### src/rtl/bp_be_late_wb_buffer_pkg.sv
// Shared types for the late writeback buffer: processor config, wb packet, late-wb source id.
// Latency: n/a (types and constant functions only).
// Backpressure: n/a.
package bp_be_late_wb_buffer_pkg;

    // Processor configurations known to this slice of the backend.
    typedef enum logic [0:0] {
        e_bp_default_cfg = 1'b0
    } bp_params_e;

    // Backend writeback packet as produced by the long-latency pipes.
    typedef struct packed {
        logic        ird_w_v;
        logic        frd_w_v;
        logic [4:0]  rd_addr;
        logic [63:0] rd_data;
        logic        fflags_w_v;
        logic [4:0]  fflags;
    } bp_be_wb_pkt_s;

    // Which late source an entry came from; also the arbiter priority state.
    typedef enum logic {
        e_late_wb_int = 1'b0,
        e_late_wb_fp  = 1'b1
    } bp_be_late_wb_src_e;

    // Packet width for a given configuration (all current configs share one layout).
    function automatic int wb_pkt_width_f(input bp_params_e cfg);
        case (cfg)
            e_bp_default_cfg: return $bits(bp_be_wb_pkt_s);
            default:          return $bits(bp_be_wb_pkt_s);
        endcase
    endfunction

endpackage

### src/rtl/bp_be_late_wb_buffer_fifo.sv
// Small circular FIFO holding late writeback packets; pointers wrap modulo els_p.
// Latency: 1 cycle from enqueue to v_o (no bypass); data_o held until yumi_i.
// Backpressure: ready_o low when full; dequeue is valid-then-yumi.
module bsg_fifo_1r1w_small #(
    parameter int width_p = 1,
    parameter int els_p   = 4
) (
    input  logic               clk_i,
    input  logic               reset_i,
    input  logic               v_i,
    input  logic [width_p-1:0] data_i,
    output logic               ready_o,
    output logic               v_o,
    output logic [width_p-1:0] data_o,
    input  logic               yumi_i
);
    localparam int ptr_w_lp = $clog2(els_p);

    logic [width_p-1:0]  r_mem [els_p];
    logic [ptr_w_lp-1:0] r_wptr;
    logic [ptr_w_lp-1:0] r_rptr;
    logic [ptr_w_lp:0]   r_count;
    logic                w_enq;
    logic                w_deq;

    assign ready_o = (r_count != (ptr_w_lp + 1)'(els_p));
    assign v_o     = (r_count != '0);
    assign data_o  = r_mem[r_rptr];
    assign w_enq   = v_i & ready_o;
    assign w_deq   = yumi_i & v_o;

    // Pointer and occupancy bookkeeping; simultaneous enq/deq leaves count unchanged.
    always_ff @(posedge clk_i) begin
        if (reset_i) begin
            r_wptr  <= '0;
            r_rptr  <= '0;
            r_count <= '0;
        end else begin
            if (w_enq) r_wptr <= r_wptr + 1'b1;
            if (w_deq) r_rptr <= r_rptr + 1'b1;
            case ({w_enq, w_deq})
                2'b10:   r_count <= r_count + 1'b1;
                2'b01:   r_count <= r_count - 1'b1;
                default: r_count <= r_count;
            endcase
        end
    end

    // Storage array; contents are don't-care until written.
    always_ff @(posedge clk_i) begin
        if (w_enq) r_mem[r_wptr] <= data_i;
    end

endmodule

### src/rtl/bp_be_late_wb_buffer.sv
// Merges late integer and FP writebacks into one in-order queue for the scheduler; optional age force under BP_BE_LATE_WB_AGE_FORCE_EN.
// Latency: 1 cycle enqueue to late_wb_v_o; head held stable until late_wb_yumi_i.
// Backpressure: source ready only when granted and not full (independent of same-cycle yumi); force raised when full or head too old.
module bp_be_late_wb_buffer
    import bp_be_late_wb_buffer_pkg::*;
#(
    parameter bp_params_e bp_params_p     = e_bp_default_cfg,
    parameter int         els_p           = 4,
    parameter int         force_age_p     = 16,
    localparam int        wb_pkt_width_lp = wb_pkt_width_f(bp_params_p)
) (
    input  logic                       clk_i,
    input  logic                       reset_i,

    input  logic [wb_pkt_width_lp-1:0] iwb_pkt_i,
    input  logic                       iwb_v_i,
    output logic                       iwb_ready_and_o,

    input  logic [wb_pkt_width_lp-1:0] fwb_pkt_i,
    input  logic                       fwb_v_i,
    output logic                       fwb_ready_and_o,

    output logic [wb_pkt_width_lp-1:0] late_wb_pkt_o,
    output logic                       late_wb_v_o,
    output logic                       late_wb_force_o,
    input  logic                       late_wb_yumi_i,

    output logic                       empty_o
);
    if (els_p < 2 || (els_p & (els_p - 1)) != 0 || force_age_p < 1) begin : g_bad_params
        $error("bp_be_late_wb_buffer: els_p must be a power of two >= 2 and force_age_p >= 1");
    end

    bp_be_late_wb_src_e         r_prio;
    logic                       w_gnt_int;
    logic                       w_gnt_fp;
    logic                       w_fifo_rdy;
    logic                       w_fifo_v;
    logic                       w_enq_v;
    logic [wb_pkt_width_lp-1:0] w_enq_pkt;
    logic                       w_deq;
    logic                       w_age_force;

    // Grant: a lone valid source wins; on contention the priority holder wins.
    always_comb begin
        w_gnt_int = 1'b0;
        w_gnt_fp  = 1'b0;
        if (iwb_v_i && (!fwb_v_i || r_prio == e_late_wb_int)) w_gnt_int = 1'b1;
        if (fwb_v_i && (!iwb_v_i || r_prio == e_late_wb_fp))  w_gnt_fp  = 1'b1;
    end

    assign iwb_ready_and_o = ~reset_i & w_fifo_rdy & w_gnt_int;
    assign fwb_ready_and_o = ~reset_i & w_fifo_rdy & w_gnt_fp;
    assign w_enq_v         = iwb_ready_and_o | fwb_ready_and_o;
    assign w_enq_pkt       = iwb_ready_and_o ? iwb_pkt_i : fwb_pkt_i;
    assign w_deq           = late_wb_yumi_i & w_fifo_v;

    // Round-robin: a contended transfer hands priority to the loser.
    always_ff @(posedge clk_i) begin
        if (reset_i) begin
            r_prio <= e_late_wb_int;
        end else if (iwb_v_i && fwb_v_i && w_enq_v) begin
            r_prio <= iwb_ready_and_o ? e_late_wb_fp : e_late_wb_int;
        end
    end

    bsg_fifo_1r1w_small #(
        .width_p (wb_pkt_width_lp),
        .els_p   (els_p)
    ) u_fifo (
        .clk_i   (clk_i),
        .reset_i (reset_i),
        .v_i     (w_enq_v),
        .data_i  (w_enq_pkt),
        .ready_o (w_fifo_rdy),
        .v_o     (w_fifo_v),
        .data_o  (late_wb_pkt_o),
        .yumi_i  (w_deq)
    );

`ifdef BP_BE_LATE_WB_AGE_FORCE_EN
    localparam int age_w_lp = $clog2(force_age_p + 1);
    logic [age_w_lp-1:0] r_age;

    // Cycles the current head has waited; restarts per head and saturates.
    always_ff @(posedge clk_i) begin
        if (reset_i || w_deq || !w_fifo_v) begin
            r_age <= '0;
        end else if (r_age != age_w_lp'(force_age_p)) begin
            r_age <= r_age + 1'b1;
        end
    end

    assign w_age_force = (r_age >= age_w_lp'(force_age_p));
`else
    assign w_age_force = 1'b0;
`endif

    assign late_wb_v_o     = ~reset_i & w_fifo_v;
    assign late_wb_force_o = ~reset_i & (~w_fifo_rdy | w_age_force);
    assign empty_o         = ~late_wb_v_o;

    // A yumi must only ever consume a presented head.
    always_ff @(posedge clk_i) begin
        if (!reset_i) assert (!late_wb_yumi_i || w_fifo_v);
    end

endmodule

### config.mk
export PLATFORM = sky130hd
export DESIGN_NAME = bp_be_late_wb_buffer
export DESIGN_NICKNAME = d
export VERILOG_FILES = /design/src/rtl/bp_be_late_wb_buffer_pkg.sv /design/src/rtl/bp_be_late_wb_buffer_fifo.sv /design/src/rtl/bp_be_late_wb_buffer.sv
export SDC_FILE = /design/constraint.sdc
export NUM_CORES = 1
export LEC_CHECK = 0
export ABC_AREA = 1
export BUFFER_PORTS_ARGS = -buffer_cell sky130_fd_sc_hd__buf_2
export CAP_MARGIN = 20
export CORE_MARGIN = 2
export CORE_UTILIZATION = 60
export CTS_CLUSTER_DIAMETER = 100
export DETAILED_ROUTE_END_ITERATION = 7
export HOLD_SLACK_MARGIN = 0.03
export PLACE_DENSITY = 0.85
export REMOVE_ABC_BUFFERS = 1
export SYNTH_ARGS = -nofsm -noshare
export SYNTH_HDL_FRONTEND = slang
export SYNTH_SLANG_ARGS = --single-unit
### constraint.sdc
create_clock -name clk_i -period 6.6 [get_ports clk_i]
set_input_delay 0.33 -clock clk_i [delete_from_list [all_inputs] [get_ports clk_i]]
set_output_delay 0.33 -clock clk_i [all_outputs]
set_load 0.01 [all_outputs]
# Word level (Yosys, flattened, before mapping)

Memories as Yosys holds them, arrays and structs flattened. A register that Yosys moved wholly into a read port is not among the register bits.
Cells that the tools add are included.

Bits in registers: 8
Bits in latches: 0
Memory bits (writable): 308
ROM bits: 0
Input bits: 159
Word-level logic and storage cells: 44
Memories: 1

$add $sub $neg: 4
$mul: 0
Divide/modulo/power cells: 0
Order comparisons: 0
Equality and inequality tests: 3
Shift-type cells: 0
Muxes and demuxes: 9
Bitwise logic cells: 13
Reductions and logical operators: 10

Memory list:

| name         | words | width | rd ports | clocked after memory_dff | wr ports | RTL line                        | text |
|---|---|---|---|---|---|---|---|
| u_fifo.r_mem | 4     | 77    | 1        | 1                        | 1        | bp_be_late_wb_buffer_fifo.sv:19 | `logic [width_p-1:0] r_mem [els_p];` |

Operators with widths:

| cell                                                                  | number |
|---|---|
| 77-bit two-way mux                                                    | 1 |
| 1-bit AND                                                             | 8 |
| 3-bit one-hot mux with 2 select lines                                 | 1 |
| 1-bit two-way mux                                                     | 5 |
| 2-bit by 1-bit adder with 2-bit output, second input constant         | 2 |
| 1-bit logical AND                                                     | 4 |
| 2-bit two-way mux                                                     | 2 |
| 1-bit NOT                                                             | 4 |
| 3-bit by 1-bit adder with 3-bit output, second input constant         | 1 |
| 3-bit != test, second input constant                                  | 1 |
| 3-bit nonzero test                                                    | 1 |
| 3-bit by 1-bit subtractor with 3-bit output, second input constant    | 1 |
| 2-bit by 1-bit equality test with 1-bit output, second input constant | 1 |
| 2-bit equality test, second input constant                            | 1 |
| 1-bit logical NOT                                                     | 2 |
| 1-bit logical OR                                                      | 2 |
| 2-bit nonzero test                                                    | 1 |
| 1-bit OR                                                              | 1 |

# Depth between registers and ports, before layout

Depth in word-level cells: 9
Mapped depth: 13

# Cells and area by module

Synthesis repeated with hierarchy kept, for this count alone.

Cells, all modules: 1,081
Area total of the unflattened synthesis: 12,974.9 sq um

Modules (own cells, without submodules):

| module               | instances | cells an instance | area each (sq um) | sequential area each (sq um) |
|---|---|---|---|---|
| bsg_fifo_1r1w_small  | 1         | 812               | 11,893.9          | 9,429.0 |
| bp_be_late_wb_buffer | 1         | 269               | 1,081.0           | 20.0 |

# Worst setup path before layout

OpenSTA, ideal clock, no wires.

Path kind: reg2reg
From: reg u_fifo.r_count[1]
To: mem u_fifo.r_mem[0][0] (netlist bit) (enable)
Library setup time: 513 ps
Arrival time: 3,943 ps
Data required time: 6,087 ps
Path slack: 2,143 ps
Stages on the path, launching flop included: 5
Period minus slack after synthesis: 4,457 ps
Cell sequence: dfxtp_1 nor2_2 nand2_2 nand3_1 nor2_1

Word-level cells in the longest chain between the ends: 7

RTL lines:

| what                                        | RTL line                                               | text |
|---|---|---|
| start: declaration                          | bp_be_late_wb_buffer_fifo.sv:22                        | `logic [ptr_w_lp:0] r_count;` |
| start signal: assignment                    | bp_be_late_wb_buffer_fifo.sv:42                        | `2'b10: r_count <= r_count + 1'b1;` |
| start signal: assignment                    | bp_be_late_wb_buffer_fifo.sv:43                        | `2'b01: r_count <= r_count - 1'b1;` |
| start signal: assignment                    | bp_be_late_wb_buffer_fifo.sv:44                        | `default: r_count <= r_count;` |
| 3-bit != test (*)                           | bp_be_late_wb_buffer_fifo.sv:26                        | `assign ready_o = (r_count != (ptr_w_lp + 1)'(els_p));` |
| 1-bit AND                                   | bp_be_late_wb_buffer.sv:52, bp_be_late_wb_buffer.sv:53 |  |
| 1-bit AND, on equally long branches         | bp_be_late_wb_buffer.sv:52, bp_be_late_wb_buffer.sv:53 |  |
| 1-bit OR                                    | bp_be_late_wb_buffer.sv:54                             | `assign w_enq_v = iwb_ready_and_o \| fwb_ready_and_o;` |
| 1-bit AND (*)                               | bp_be_late_wb_buffer_fifo.sv:29                        | `assign w_enq = v_i & ready_o;` |
| 1-bit two-way mux (*)                       | bp_be_late_wb_buffer_fifo.sv:51                        | `if (w_enq) r_mem[r_wptr] <= data_i;` |
| 1-bit two-way mux (not written as such) (*) | bp_be_late_wb_buffer_fifo.sv:51                        |  |
| end: declaration                            | bp_be_late_wb_buffer_fifo.sv:19                        |  |

Mark *: on every way between the ends. The rest lies on a longest branch, timed or not.

# Worst setup path in the final report

From: in reset_i
To: out iwb_ready_and_o

Word-level cells in the longest chain between the ends: 3

RTL lines:

| what                   | RTL line                   | text |
|---|---|---|
| start: declaration     | bp_be_late_wb_buffer.sv:13 | `input logic reset_i,` |
| 1-bit NOT              | bp_be_late_wb_buffer.sv:52 | `assign iwb_ready_and_o = ~reset_i & w_fifo_rdy & w_gnt_int;` |
| 1-bit AND (2 in a row) | bp_be_late_wb_buffer.sv:52 |  |
| end: declaration       | bp_be_late_wb_buffer.sv:17 | `output logic iwb_ready_and_o,` |

Every way passes these cells.

==> results_dict.tcl <==
set metrics [dict create \
    ys_ff_latch 318 \
    max_freq_mhz 290 \
    dr_wl_met2_um 14100 \
    grt_pass1_wl_um 42800 \
    wl_met3_um 2410 \
    fin_skew_ns 0.00803 \
    p_per_area_nw_per_um2 373 \
    cp_max_fo 78 \
    grt.overflow.total 0 \
    highest_layer "met4" \
    die_area_um2 22600 \
    vias 8974 \
    timing.slew.headroom_pct 24.5 \
    io_buffers 240 \
    ir_worst_vdd_uv 264 \
    numCtsBuffers 30 \
    tightest_slew_ns 1.13 \
    drc 0 \
    globalRouteTotalUtil_pct 24.6 \
    rsz0062_at_grt "false" \
    cp-end-kind "primary output" \
    yosysWarnings 0 \
    grt_max_degree 127 \
    leakage_nw 5.99 \
    final_nets 1463 \
    period_share_pct 52.3 \
    syn_inst 1080 \
    cts_tree "built" \
    synth_top_area_share_pct 71.9 \
    cp-start-kind "input pin" \
    cts_htree_levels 1 \
    setup_tns_ns 0 \
    synth_cell_type_count 21 \
    crit_arrival_ns 3.12 \
    ctsRootBufferMaster "clkbuf_16" \
    hold_path.class "input pin to register" \
    ys_seq_area_share_pct 73.4 \
    drive_gt1_share_pct 23.9 \
    synth_top_cell_by_area "edfxtp_1" \
    wl_met1_um 11000 \
    final_hold_viol_count 0 \
    viasPerCell 5.62 \
    grt_pass1_vias 8739 \
    fp-row-count 53 \
    die_y_um 150 \
    initial_core_util_pct 61.2 \
    finalPower_mw 5.72 \
    finalCriticalPeriod_ns 3.45 \
    antenna_cells 0 \
    syn-cell-area_um2 12900 \
    finalSetupViolations 0 \
    firstDrtPassIters 7 \
    gp_congestion 0.784 \
    clock_latency_ns 0.55 \
    antenna_found_initial 0 \
    core_area_um2 21000 \
    maxCapViolCount 0 \
    clk_pin_slew_ns 0.06 \
    wl_per_cell_um 17.7 \
    critical_path_class "input pin to primary output" \
    cts_buffer_depth 3 \
    synth.avg_cell_area_um2 11.9 \
    slew_viol_final 0 \
    syn_to_final_growth_pct 19.1 \
    required_ns 6.27 \
    drtAntennaViolNets 0 \
    final_util_pct 73.0 \
    clock_sinks 318 \
    synth.area.top_cells "edfxtp_1 72%, nand2_1 7.3%, o21ai_0 6.1%" \
    wirelength_um 28200 \
    status "completed" \
    dieWidth_um 150 \
    drtIter0Drc 753 \
    cts_resized 0 \
    place_hpwl_um 16100 \
    io_pins 241 \
]
==> logic make-up (layout without fill, tap and decap cells) <==
kind of cell | count (synthesis) | after routing | share of synthesized area, %
fa+ha+maj | 6 | 6 | 0.642
buf+inv | 90 | 332 | 3.28
compound gates | 240 | 240 | 10.1
flops | 318 | 318 | 73.4
simple gates | 426 | 426 | 12.6
==> flip-flops by register name (all words and copies together) (netlist names), named ones only <==
register / count
r_prio: 1
u_fifo.r_count: 3
u_fifo.r_mem: 308
u_fifo.r_rptr: 2
u_fifo.r_wptr: 2
==> worst paths after layout <==
check	slack (ns)	startpoint	cells after the start	endpoint
worst max register to register	3.65	u_fifo.r_count[1]	5	u_fifo.r_mem[0][51]
worst min register to register	0.49	u_fifo.r_rptr[1]	2	register
worst max-delay path	3.15	reset_i	7	iwb_ready_and_o
worst min-delay path	0.07	late_wb_yumi_i	3	register
==> placed cells by master (no fill, tap or decap) <==
cell	n
edfxtp_1	308
nand2_1	249
buf_2	240
nor2_1	163
o21ai_0	158
o22ai_1	77
clkbuf_16	31
inv_1	21
buf_4	10
clkbuf_8	9
dfxtp_1	8
clkinv_2	6
a21oi_1	5
nand3_1	5
ha_1	5
nor2_4	4
bufinv_16	4
clkbuf_1	3
inv_2	2
nand4_1	2
clkinvlp_4	2
nor2_2	1
nand2_2	1
nand3_4	1
inv_4	1
fa_1	1
dfxtp_4	1
dfxtp_2	1
clkinv_8	1
dlygate4sd3_1	1
buf_16	1
==> synth_stat cells <==
cell	n
nand4_1	2
inv_1	22
clkbuf_2	2
clkbuf_1	35
buf_6	4
buf_4	8
nand3_2	1
a21oi_1	5
inv_2	2
buf_2	17
nand2_1	249
dfxtp_1	10
edfxtp_1	308
nand3_1	5
o21ai_0	158
fa_1	1
ha_1	5
nor2_1	167
o22ai_1	77
nor2_2	1
nand2_2	1
==> final cells by class <==
cell class | instances | area (um2)
sequential | 318 | 9450
fill | 1298 | 5690
multi-input combinational | 672 | 3040
timing repair buffer | 252 | 1310
clock buffer | 43 | 911
tap | 275 | 344
clock inverter | 13 | 181
inverter | 24 | 92.6
==> through the flow <==
step	cell area, um2	cells	worst slack (ns)	hold WS, ns
2_1_floorplan	12500	1014	1.66	0.408
3_3_place_gp	14200	1539	3.43	0.482
3_5_place_dp	14200	1539	3.39	0.493
4_1_cts	15300	1596	3.07	0.0634
5_1_grt	15300	1597	2.85	0.0979
6_report	15300	1597	3.15	0.0748
==> per-layer routing <==
layer,up-vias,GRT usage [%]
met2,440,41.9
met3,59,3.58
met1,4212,31.8
met4,0,10.7
li1,4263,-
met5,-,0
==> report_power, final <==
| group | switching (mW) | leakage [nW] | internal, mW |
|---|---|---|---|
| clock | 0.698 | 0.537 | 1.12 |
| sequential | 0.0671 | 2.91 | 2.48 |
| combinational | 0.935 | 2.55 | 0.429 |
==> worst max-delay path, stage by stage <==
cell and delay [ns]:
dlygate4sd3_1 0.52, buf_2 0.13, inv_1 0.30, nand3_4 0.72
inv_2 0.18, buf_4 0.65, buf_2 0.26
==> what timing repair did <==
action	CTS	global route
hold buffers	1	0
endpoints found under the hold margin	2	0
buffers inserted	0	0
Note: power is estimated with default switching activity, not from simulation.
